--- src/rtl/dmux_pkg.sv ---
// Shared constants and types for the buffered 1-to-4 datapath steering unit.
package dmux_pkg;

  localparam int unsigned DATA_W    = 32;
  localparam int unsigned SEL_W     = 2;
  localparam int unsigned NUM_SLOTS = 4;

  localparam int unsigned SLOT0 = 0;
  localparam int unsigned SLOT1 = 1;
  localparam int unsigned SLOT2 = 2;
  localparam int unsigned SLOT3 = 3;

  typedef enum logic {
    EMPTY = 1'b0,
    FULL  = 1'b1
  } slot_state_e;

endpackage

--- src/rtl/dmux_slot_32.sv ---
// One-entry holding register with valid/ready drain; a load always wins over a drain.
module dmux_slot_32 #(
  parameter int unsigned DATA_W = dmux_pkg::DATA_W
) (
  input  logic              clk,
  input  logic              rst_n,
  input  logic              load,
  input  logic [DATA_W-1:0] din,
  input  logic              ready,
  output logic              valid,
  output logic [DATA_W-1:0] dout
);
  import dmux_pkg::*;

  slot_state_e       state_q, state_d;
  logic [DATA_W-1:0] data_q, data_d;

  always_ff @(posedge clk) begin
    if (!rst_n) begin
      state_q <= EMPTY;
      data_q  <= '0;
    end else begin
      state_q <= state_d;
      data_q  <= data_d;
    end
  end

  // Load replaces any held word (even one being drained); drain only clears valid.
  always_comb begin
    state_d = state_q;
    data_d  = data_q;
    case (state_q)
      EMPTY: begin
        if (load) begin
          state_d = FULL;
          data_d  = din;
        end
      end
      FULL: begin
        if (load) begin
          data_d = din;
        end else if (ready) begin
          state_d = EMPTY;
        end
      end
      default: state_d = EMPTY;
    endcase
  end

  assign valid = (state_q == FULL);
  assign dout  = data_q;

endmodule

--- src/rtl/dmux1t4_32_buf.sv ---
// Buffered 1-to-4 steering unit: one producer fanned out to four independently
// stalling sinks, each behind its own one-entry holding register.
module dmux1t4_32_buf #(
  parameter int unsigned DATA_W = dmux_pkg::DATA_W
) (
  input  logic                           clk,
  input  logic                           rst_n,
  input  logic                           in_valid,
  output logic                           in_ready,
  input  logic [dmux_pkg::SEL_W-1:0]     sel,
  input  logic [DATA_W-1:0]              data_in,
  output logic [dmux_pkg::NUM_SLOTS-1:0] out_valid,
  input  logic [dmux_pkg::NUM_SLOTS-1:0] out_ready,
  output logic [DATA_W-1:0]              data_out_0,
  output logic [DATA_W-1:0]              data_out_1,
  output logic [DATA_W-1:0]              data_out_2,
  output logic [DATA_W-1:0]              data_out_3,
  output logic                           busy
);
  import dmux_pkg::*;

  logic [NUM_SLOTS-1:0] load;
  logic [DATA_W-1:0]    slot_dout [NUM_SLOTS];

  // Only the addressed slot gates acceptance, so a stalled sink blocks only itself.
  assign in_ready = ~out_valid[sel] | out_ready[sel];

  always_comb begin
    load = '0;
    if (in_valid && in_ready) begin
      load[sel] = 1'b1;
    end
  end

  for (genvar k = 0; k < NUM_SLOTS; k++) begin : g_slot
    dmux_slot_32 #(
      .DATA_W (DATA_W)
    ) u_slot (
      .clk   (clk),
      .rst_n (rst_n),
      .load  (load[k]),
      .din   (data_in),
      .ready (out_ready[k]),
      .valid (out_valid[k]),
      .dout  (slot_dout[k])
    );
  end

  assign data_out_0 = slot_dout[SLOT0];
  assign data_out_1 = slot_dout[SLOT1];
  assign data_out_2 = slot_dout[SLOT2];
  assign data_out_3 = slot_dout[SLOT3];
  assign busy       = |out_valid;

endmodule

--- config.mk ---
export PLATFORM = sky130hd
export DESIGN_NAME = dmux1t4_32_buf
export DESIGN_NICKNAME = d
export VERILOG_FILES = /design/src/rtl/dmux_pkg.sv /design/src/rtl/dmux_slot_32.sv /design/src/rtl/dmux1t4_32_buf.sv
export SDC_FILE = /design/constraint.sdc
export NUM_CORES = 1
export LEC_CHECK = 0
export BUFFER_PORTS_ARGS = -buffer_cell sky130_fd_sc_hd__buf_4
export CORE_UTILIZATION = 44
export DETAILED_ROUTE_END_ITERATION = 12
export GPL_ROUTABILITY_DRIVEN = 0
export HOLD_SLACK_MARGIN = 0.15
export PLACE_DENSITY = 0.86
export RECOVER_POWER = 100
export SYNTH_ARGS = -nofsm -noshare
export SYNTH_HDL_FRONTEND = slang
export SYNTH_SLANG_ARGS = --single-unit
export TNS_END_PERCENT = 30
--- constraint.sdc ---
create_clock -name clk -period 1.3 [get_ports clk]
set_input_delay 0.065 -clock clk [delete_from_list [all_inputs] [get_ports clk]]
set_output_delay 0.065 -clock clk [all_outputs]
set_load 0.005 [all_outputs]
Word level (Yosys, flattened, before mapping)
Cells that the tools add are included.
{ "totals": {"register_bits": 132} }
{ "classes": {"n_lt_le_gt_ge": 2, "n_mux": 27, "n_bitwise": 6, "reduce_logical": 3} }
{ "op_table": {"columns": ["operator", "count"], "rows": [
  ["32-bit 2-to-1 mux", 4],
  ["1-bit 2-to-1 mux", 15],
  ["1-bit case mux with 2 select lines", 4],
  ["1-bit NOT", 5],
  ["1-bit binary-select mux with 2-bit select", 2],
  ["4-bit 2-to-1 mux", 1],
  ["4-bit OR reduction", 1],
  ["2-bit by 3-bit < comparator with 1-bit output (second input constant)", 1],
  ["1-bit demux with 2-bit select", 1],
  ["2-bit by 1-bit >= comparator with 1-bit output (second input constant)", 1],
  ["1-bit logical AND", 2],
  ["1-bit bitwise OR", 1]
]} }

Logic depth before layout (Yosys ltp)
Gate-level depths: netlist (run 1).
{ "logic_depth": {"depth_word": 8, "depth_mapped": 5} }

Hierarchy
From an unflattened synthesis (run 1), not the netlist that was laid out.
{ "hier_totals": {"hier_cells": 434, "area_unflattened_um2": 5205.0} }
{ "by_module_without_submodules": {"columns": ["mod", "n_inst", "cells_per_inst", "area_per_inst_um2", "seq_area_each_um2"], "rows": [
  ["dmux_slot_32", 4, 106, 1277.5, 660.6],
  ["dmux1t4_32_buf", 1, 10, 95.1, 0.0]
]} }

Least setup slack after synthesis (run 1)
OpenSTA, ideal clock, no wires.
{ "synth_path": {"path_type": "reg-to-reg", "from": "register g_slot[0].u_slot.state_q", "to": "register g_slot[0].u_slot.data_q[0]", "setup_ns": 0.072, "arrival_time_ns": 1.193, "slack_ns": 0.035, "path_stages_with_launch": 6, "path_buffers": 2, "synth_period_minus_slack_ns": 1.265, "path_cell_list": "dfxtp_1 -> nor2b_1 -> nor4b_1 -> buf_4 -> buf_6 -> mux2i_1"} }
{ "synth_via": {"elab_chain_cells": 6} }
{ "synth_rtl": {"columns": ["item", "line_no", "text"], "rows": [
  ["from (decl)", "dmux_slot_32.sv:15", "slot_state_e state_q, state_d;"],
  ["from (signal assigned)", "dmux_slot_32.sv:23", "state_q <= state_d;"],
  ["1-bit binary-select mux with 2-bit select", "dmux1t4_32_buf.sv:26", "assign in_ready = ~out_valid[sel] | out_ready[sel];"],
  ["1-bit 2-to-1 mux (implied by the code)", "dmux1t4_32_buf.sv:26", null],
  ["1-bit NOT", "dmux1t4_32_buf.sv:26", null],
  ["1-bit bitwise OR", "dmux1t4_32_buf.sv:26", null],
  ["1-bit logical AND", "dmux1t4_32_buf.sv:30", "if (in_valid && in_ready) begin"],
  ["4-bit 2-to-1 mux", "dmux1t4_32_buf.sv:30", null],
  ["to (signal assigned)", "dmux_slot_32.sv:24", "data_q <= data_d;"],
  ["to (decl)", "dmux_slot_32.sv:16", "logic [DATA_W-1:0] data_q, data_d;"]
]} }
No other way between the ends. The select of a mux whose other input is x is not followed.
A chain may end at the register's enable or synchronous reset.

Worst setup path after layout (run 1)
{ "layout_path": {"from": "register g_slot[0].u_slot.state_q", "to": "output in_ready"} }
{ "layout_via": {"elab_chain_cells": 4} }
{ "layout_rtl": {"columns": ["item", "line_no", "text"], "rows": [
  ["1-bit binary-select mux with 2-bit select", "dmux1t4_32_buf.sv:26", null],
  ["1-bit 2-to-1 mux (implied by the code)", "dmux1t4_32_buf.sv:26", null],
  ["1-bit NOT", "dmux1t4_32_buf.sv:26", null],
  ["1-bit bitwise OR", "dmux1t4_32_buf.sv:26", null],
  ["to (decl)", "dmux1t4_32_buf.sv:9", "output logic in_ready,"]
]} }
No other way between the ends. The select of a mux whose other input is x is not followed.

==> qor.yml, run 1 <==
startpoint: "g_slot[0].u_slot.valid"
crit_required_ps: 1240
seqPwrFrac_pct: 42.9
nets: 734
portBuffers: 174
reg2reg_from: "g_slot[0].u_slot.valid"
clkTransAtPathRegs_ps: 60
synthMuxAreaShare_pct: 26.6
worst_slack_ps: -345
syn_to_final_growth_pct: 51.2
ant_nets: 0
skew_ps: 7.56
ys_seq_elements: 132
cts_buffers: 17
cts_sinks: 132
post_dp_cell_area_um2: 6340
drt_iter0_drc: 218
ctsLongestPathBuffers: 2
start_kind: "flop"
violations: "hold timing, setup timing"
worst_slew_pin_slew_ps: 424
cp_slowest_cell: "mux4_2"
synth-compound-area-share_pct: 0.613
swShare_pct: 22.0
maxClockFrequency_mhz: 608
crit_path_end: "in_ready"
reg2regPathDepth: 5
die_h_um: 108
synth.avg_cell_area_um2: 10.4
num-fill-cells: 786
rsz0062_at_grt: "true"
critPathCaptureType: "output pin"
drc: 0
hold_ws_ps: -19.2
total_power_mw: 9.96
wirelength_um: 13400
syn_nets: 514
grt_max_degree: 55
p_comb_share_pct: 9.4
reg2reg_slack_ps: -220
power.density_nw_per_um2: 1340
worst-path-max-fanout: 3
seq_area_frac_synth_pct: 54.0
cap_viol_max_count: 0
via_count: 4145
p_switching_mw: 2.19
min_period_over_period_pct: 127
synth-simple-area-share_pct: 14.2
drive_gt1_share_pct: 30.3
intPower_mw: 7.77
finalHoldViolations: 1
crit_arrival_ps: 1580
dieArea_um2: 11600
min_path_type: "in -> reg"
setup_viol: 57
dp_hpwl_um: 8700
yosysUniqueCellTypes: 20
ioPinCount: 175
coreArea_um2: 10800
ir_drop_mv: 1.04
fin_tns_setup_ps: -4210
synth_area_um2: 4900
synthXorXnorAreaFrac_pct: 0
worstPathCellList: "buf_6 > nand2b_1 > mux4_2 > buf_6"
std_cell_rows: 38
routedWlPerCell_um: 15.9
ctsRootBufferMaster: "clkbuf_8"
start_util_pct: 45.2
grt_pass1_wl_um: 21000
grt-ovfl-total: 0
maxSlewHeadroom_pct: 71.6
cts_tree: "yes"
ys_warn_count: 0
outcome: "finished, violations left"
cts_htree_levels: 4
period_minus_slack_ps: 1640
synth_top_family_by_area: "multiplexers"
worstSetupPathType: "reg -> out"
p_leak_nw: 3.43
synth-adder-area-share_pct: 0
antennaDiodeCount: 0
antenna_found_initial: 0
grt_use_total_pct: 23.6
grt_pass1_vias: 4256
chipWidth_um: 108
design_area_um2: 7410
dp_slack_ps: -121
final_max_slew_viol_count: 0
clk_latency_ps: 510
clock_power_share_pct: 47.6
slowest_delay_ps: 470
vias_per_cell: 4.90
hold_buffers: 41
worstReg2RegEnd: "g_slot[0].u_slot.dout[3]"
postSynthCellCount: 473
path_common_cell: "buf_6"
dr.pass1.iters: 4
## through the flow
step / cells / util (%) / hold slack [ps]
after global routing: 846 / 68.3 / -18.2
after global placement: 764 / 58.5 / 389
after floorplan: 473 / - / 269
after CTS: 845 / 69.1 / -48.2
after detailed placement: 764 / 58.5 / 399
final: 846 / 68.3 / -19.2
## flip-flops by register name, summed over array words and instances, names as in the netlist
| register | cells |
|---|---|
| g_slot.u_slot.dout | 128 |
| g_slot.u_slot.valid | 4 |
## worst min-delay path by stage
stage	depth (start not counted)	slack, ps	start	endpoint
floorplan	2	270	data_in[0]	g_slot[2].u_slot.dout[0]
global placement	3	390	data_in[11]	g_slot[2].u_slot.dout[11]
detailed placement	3	400	data_in[4]	g_slot[2].u_slot.dout[4]
CTS	4	-50	out_ready[3]	g_slot[3].u_slot.valid
global route	4	-20	out_ready[3]	g_slot[3].u_slot.valid
finish	4	-20	out_ready[3]	g_slot[3].u_slot.valid
## power by group through the flow
stage               combinational (mW)  clock (mW)  sequential [mW]
global placement                 0.793           0             4.35
global route                      1.01        5.04             4.29
finish                           0.937        4.74             4.28
CTS                              0.962        4.82             4.28
detailed placement               0.820           0             4.36
floorplan                        0.382           0             4.36
## worst max-delay path, delay by kind of cell, from the launching register on
kind                   cells  cell delay, ps
buffers and inverters      2             230
muxes                      1             470
and+or+nand+nor            1              50
DFF                        1             330
## cells in the final DEF (no fill, tap or decap)
cell	synthesis	routed
nand2_1	161	161
dfxtp_1	132	130
mux2i_1	128	125
clkbuf_4	0	106
buf_4	8	54
dlygate4sd3_1	0	41
clkbuf_1	14	24
clkbuf_16	0	16
buf_12	0	6
buf_6	4	5
nand2b_1	4	4
clkbuf_8	0	4
clkinv_2	0	4
mux2i_2	0	3
bufinv_16	0	3
o21a_1	2	2
dfxtp_2	0	2
buf_8	2	2
mux4_2	1	1
or4_1	1	1
nor2b_2	0	1
nor4b_4	0	1
nand4b_1	1	1
nand4_2	1	1
nor2b_4	0	1
nor3_2	0	1
a21boi_1	1	1
a21boi_0	1	1
clkinv_4	0	1
clkinvlp_4	0	1
bufbuf_16	0	1
buf_1	2	1
## timing repair
| item | 4_1_cts | 5_1_grt |
|---|---|---|
| cloned | 3 | 1 |
| resized for setup | 18 | 12 |
| pin swaps | 3 | 1 |
| setup endpoints to repair | 47 | 78 |
| buffers inserted | 5 | 1 |
| endpoints found under the hold margin | 132 | 1 |
## synth_stat cells (all sizes together)
cell type	count	area share, %
nor4b	1	0.18
or4	1	0.15
nand4b	1	0.18
a21boi	2	0.31
mux2i	128	26
buf	22	3.5
nand2	161	12
dfxtp	132	54
nand2b	4	0.51
nor3	1	0.33
nor2b	2	0.26
clkbuf	14	1.1
o21a	2	0.31
nand4	1	0.26
mux4	1	0.46
## routing by layer
metal | vias up | wire length [µm] | global-route usage [%]
li1 | 2006 | - | -
met1 | 1989 | 5550 | 26.5
met2 | 125 | 6940 | 42.3
met3 | 25 | 661 | 5.93
met4 | 0 | 280 | 9.39
met5 | - | 0 | 0
## kinds of logic after synthesis
| logic type | count (synthesis) |
|---|---|
| muxes | 129 |
| AOI/OAI and AO/OA | 4 |
| DFF | 132 |
| buffers and inverters | 36 |
| and+or+nand+nor | 172 |
## area by class of cell
type	instances	area [µm²]	area share [%]
well taps	140	175	2.37
repair buffers	237	1930	26.1
flip-flops and latches	132	2650	35.7
multi-input cells	305	2060	27.8
clock buffers	23	467	6.30
clock inverters	9	126	1.71
(Power assumes the default switching activity.)
==> inputs of run 2 (changes only) <==
--- a/config.mk
+++ b/config.mk
@@ -6,12 +6,14 @@
 export NUM_CORES = 1
 export LEC_CHECK = 0
 export BUFFER_PORTS_ARGS = -buffer_cell sky130_fd_sc_hd__buf_4
-export CORE_UTILIZATION = 44
+export CAP_MARGIN = 20
+export CORE_UTILIZATION = 40
 export DETAILED_ROUTE_END_ITERATION = 12
 export GPL_ROUTABILITY_DRIVEN = 0
 export HOLD_SLACK_MARGIN = 0.15
-export PLACE_DENSITY = 0.86
+export PLACE_DENSITY = 0.8
 export RECOVER_POWER = 100
+export SKIP_LAST_GASP = 1
 export SYNTH_ARGS = -nofsm -noshare
 export SYNTH_HDL_FRONTEND = slang
 export SYNTH_SLANG_ARGS = --single-unit
==> qor.yml, run 2 (synthesized netlist as in run 1, its figures left out) <==
worst_slew_pin_slew_ps: 391
maxSlewHeadroom_pct: 73.8
via_count: 4100
p_comb_share_pct: 8.9
finalHoldViolations: 0
grt_use_total_pct: 21.4
ctsLongestPathBuffers: 2
portBuffers: 174
rsz0062_at_grt: "true"
post_dp_cell_area_um2: 6370
critPathTopFamily: "multiplexers"
clk_latency_ps: 410
skew_ps: 4.44
period_minus_slack_ps: 1550
min_path_type: "in -> reg"
ctsRootBufferMaster: "clkbuf_16"
grt_max_degree: 61
worstPathCellList: "buf_6 > nand2b_1 > mux4_2 > buf_6"
dr.pass1.iters: 4
syn_to_final_growth_pct: 51.3
setup_viol: 61
clkTransAtPathRegs_ps: 50
dp_hpwl_um: 8620
crit_buf_inv: 2
grt-ovfl-total: 0
cts_tree: "yes"
final_max_slew_viol_count: 0
layout_commonest_cell: "nand2_1"
largest_register_ffs: 128
cts_sinks: 132
worstSetupPathType: "reg -> out"
path_common_cell: "buf_6"
hold_buffers: 35
intPower_mw: 8.24
grt_pass1_wl_um: 21100
p_switching_mw: 2.18
antenna_found_initial: 0
worst-path-max-fanout: 3
std_cell_rows: 40
regArea_um2: 2650
drive_gt1_share_pct: 30.5
ant_nets: 0
coreArea_um2: 12000
seqPwrFrac_pct: 41.1
drt_iter0_drc: 196
ir_drop_mv: 0.750
drc: 0
cp_slowest_cell: "mux4_2"
die_h_um: 113
routedWlPerCell_um: 15.9
multiInputGateArea_um2: 2040
design_area_um2: 7410
final_cell_mix: "nand2_1, dfxtp_1, mux2i_1, clkbuf_4, buf_4"
p_leak_nw: 3.43
slowest_delay_ps: 470
fin_tns_setup_ps: -2950
crit_required_ps: 1240
power.density_nw_per_um2: 1410
nets: 727
ioPinCount: 175
hold_ws_ps: 23.4
maxClockFrequency_mhz: 647
worst_slack_ps: -246
wirelength_um: 13400
dieArea_um2: 12700
grt_pass1_vias: 4195
start_kind: "flop"
swShare_pct: 20.9
clock_power_share_pct: 50.0
vias_per_cell: 4.85
antennaDiodeCount: 0
outcome: "finished, violations left"
cap_viol_max_count: 0
start_util_pct: 40.9
critPathCaptureType: "output pin"
chipWidth_um: 113
cts_buffers: 17
num-fill-cells: 963
crit_arrival_ps: 1480
cts_htree_levels: 4
min_period_over_period_pct: 119
violations: "setup timing"
==> run 2: cell types whose count changed in the layout (fill, tap and decap cells not counted), moves of 2 or more <==
cell           delta
buf_12            +3
buf_4             -5
buf_6             +2
bufinv_16         +2
clkbuf_1          -2
clkbuf_4          +3
clkinv_2          -2
dlygate4sd3_1     -6
mux2i_1           +3
mux2i_2           -3
==> run 2: routing by layer <==
layer	vias to the layer above	global-route usage, %	routed length (µm)
met2	124	38.2	7030
met5	-	0	0
met4	0	8.89	252
met1	1966	23.0	5440
met3	24	7.45	684
li1	1986	-	-
==> run 2: worst paths after layout <==
| path | from | cells past startpoint | to | slack (ps) |
|---|---|---|---|---|
| max | g_slot[0].u_slot.valid | 4 | in_ready | -250 |
| min | out_ready[0] | 3 | g_slot[0].u_slot.valid | 20 |
| max reg2reg | g_slot[1].u_slot.valid | 4 | g_slot[1].u_slot.dout[13] | -130 |
| min reg2reg | g_slot[0].u_slot.dout[21] | 2 | g_slot[0].u_slot.dout[21] | 460 |
==> run 2: worst reg2reg max path, delay by kind of cell (launching register included) <==
family	cells	cell delay, ps
AND/OR/NAND/NOR	2	500
flip-flops	1	320
multiplexers	1	280
buffers and inverters	1	230
==> run 2: metrics by stage <==
step                utilization, %  total power [mW]  setup WS [ps]  cells
floorplan                        -              4.74           35.3    473
global placement              53.2              5.15          -4.73    771
detailed placement            53.2              5.19           -104    771
CTS                           62.4              10.5           -273    844
global route                  61.9              10.8           -291    845
finish                        61.9              10.4           -246    845
==> run 2: cell type report <==
class	instances	area share, %
flip-flops and latches	132	35.7
multi-input cells	305	27.6
repair buffers	230	25.4
clock buffers	22	6.40
well taps	147	2.48
clock inverters	9	2.36
==> run 2: power groups by stage <==
stage                     logic, mW  registers [mW]  clock network [mW]
final                         0.925            4.28                5.21
after global routing          0.994            4.29                5.47
after CTS                     0.946            4.28                5.28
after detailed placement      0.828            4.36                   0
after global placement        0.800            4.35                   0
after floorplan               0.382            4.36                   0
==> run 2: what timing repair did <==
action,in CTS,in global routing
cloned,3,0
resized for setup,13,13
pin swaps,2,2
setup buffers,4,1
setup endpoints to repair,36,103
endpoints found under the hold margin,132,2
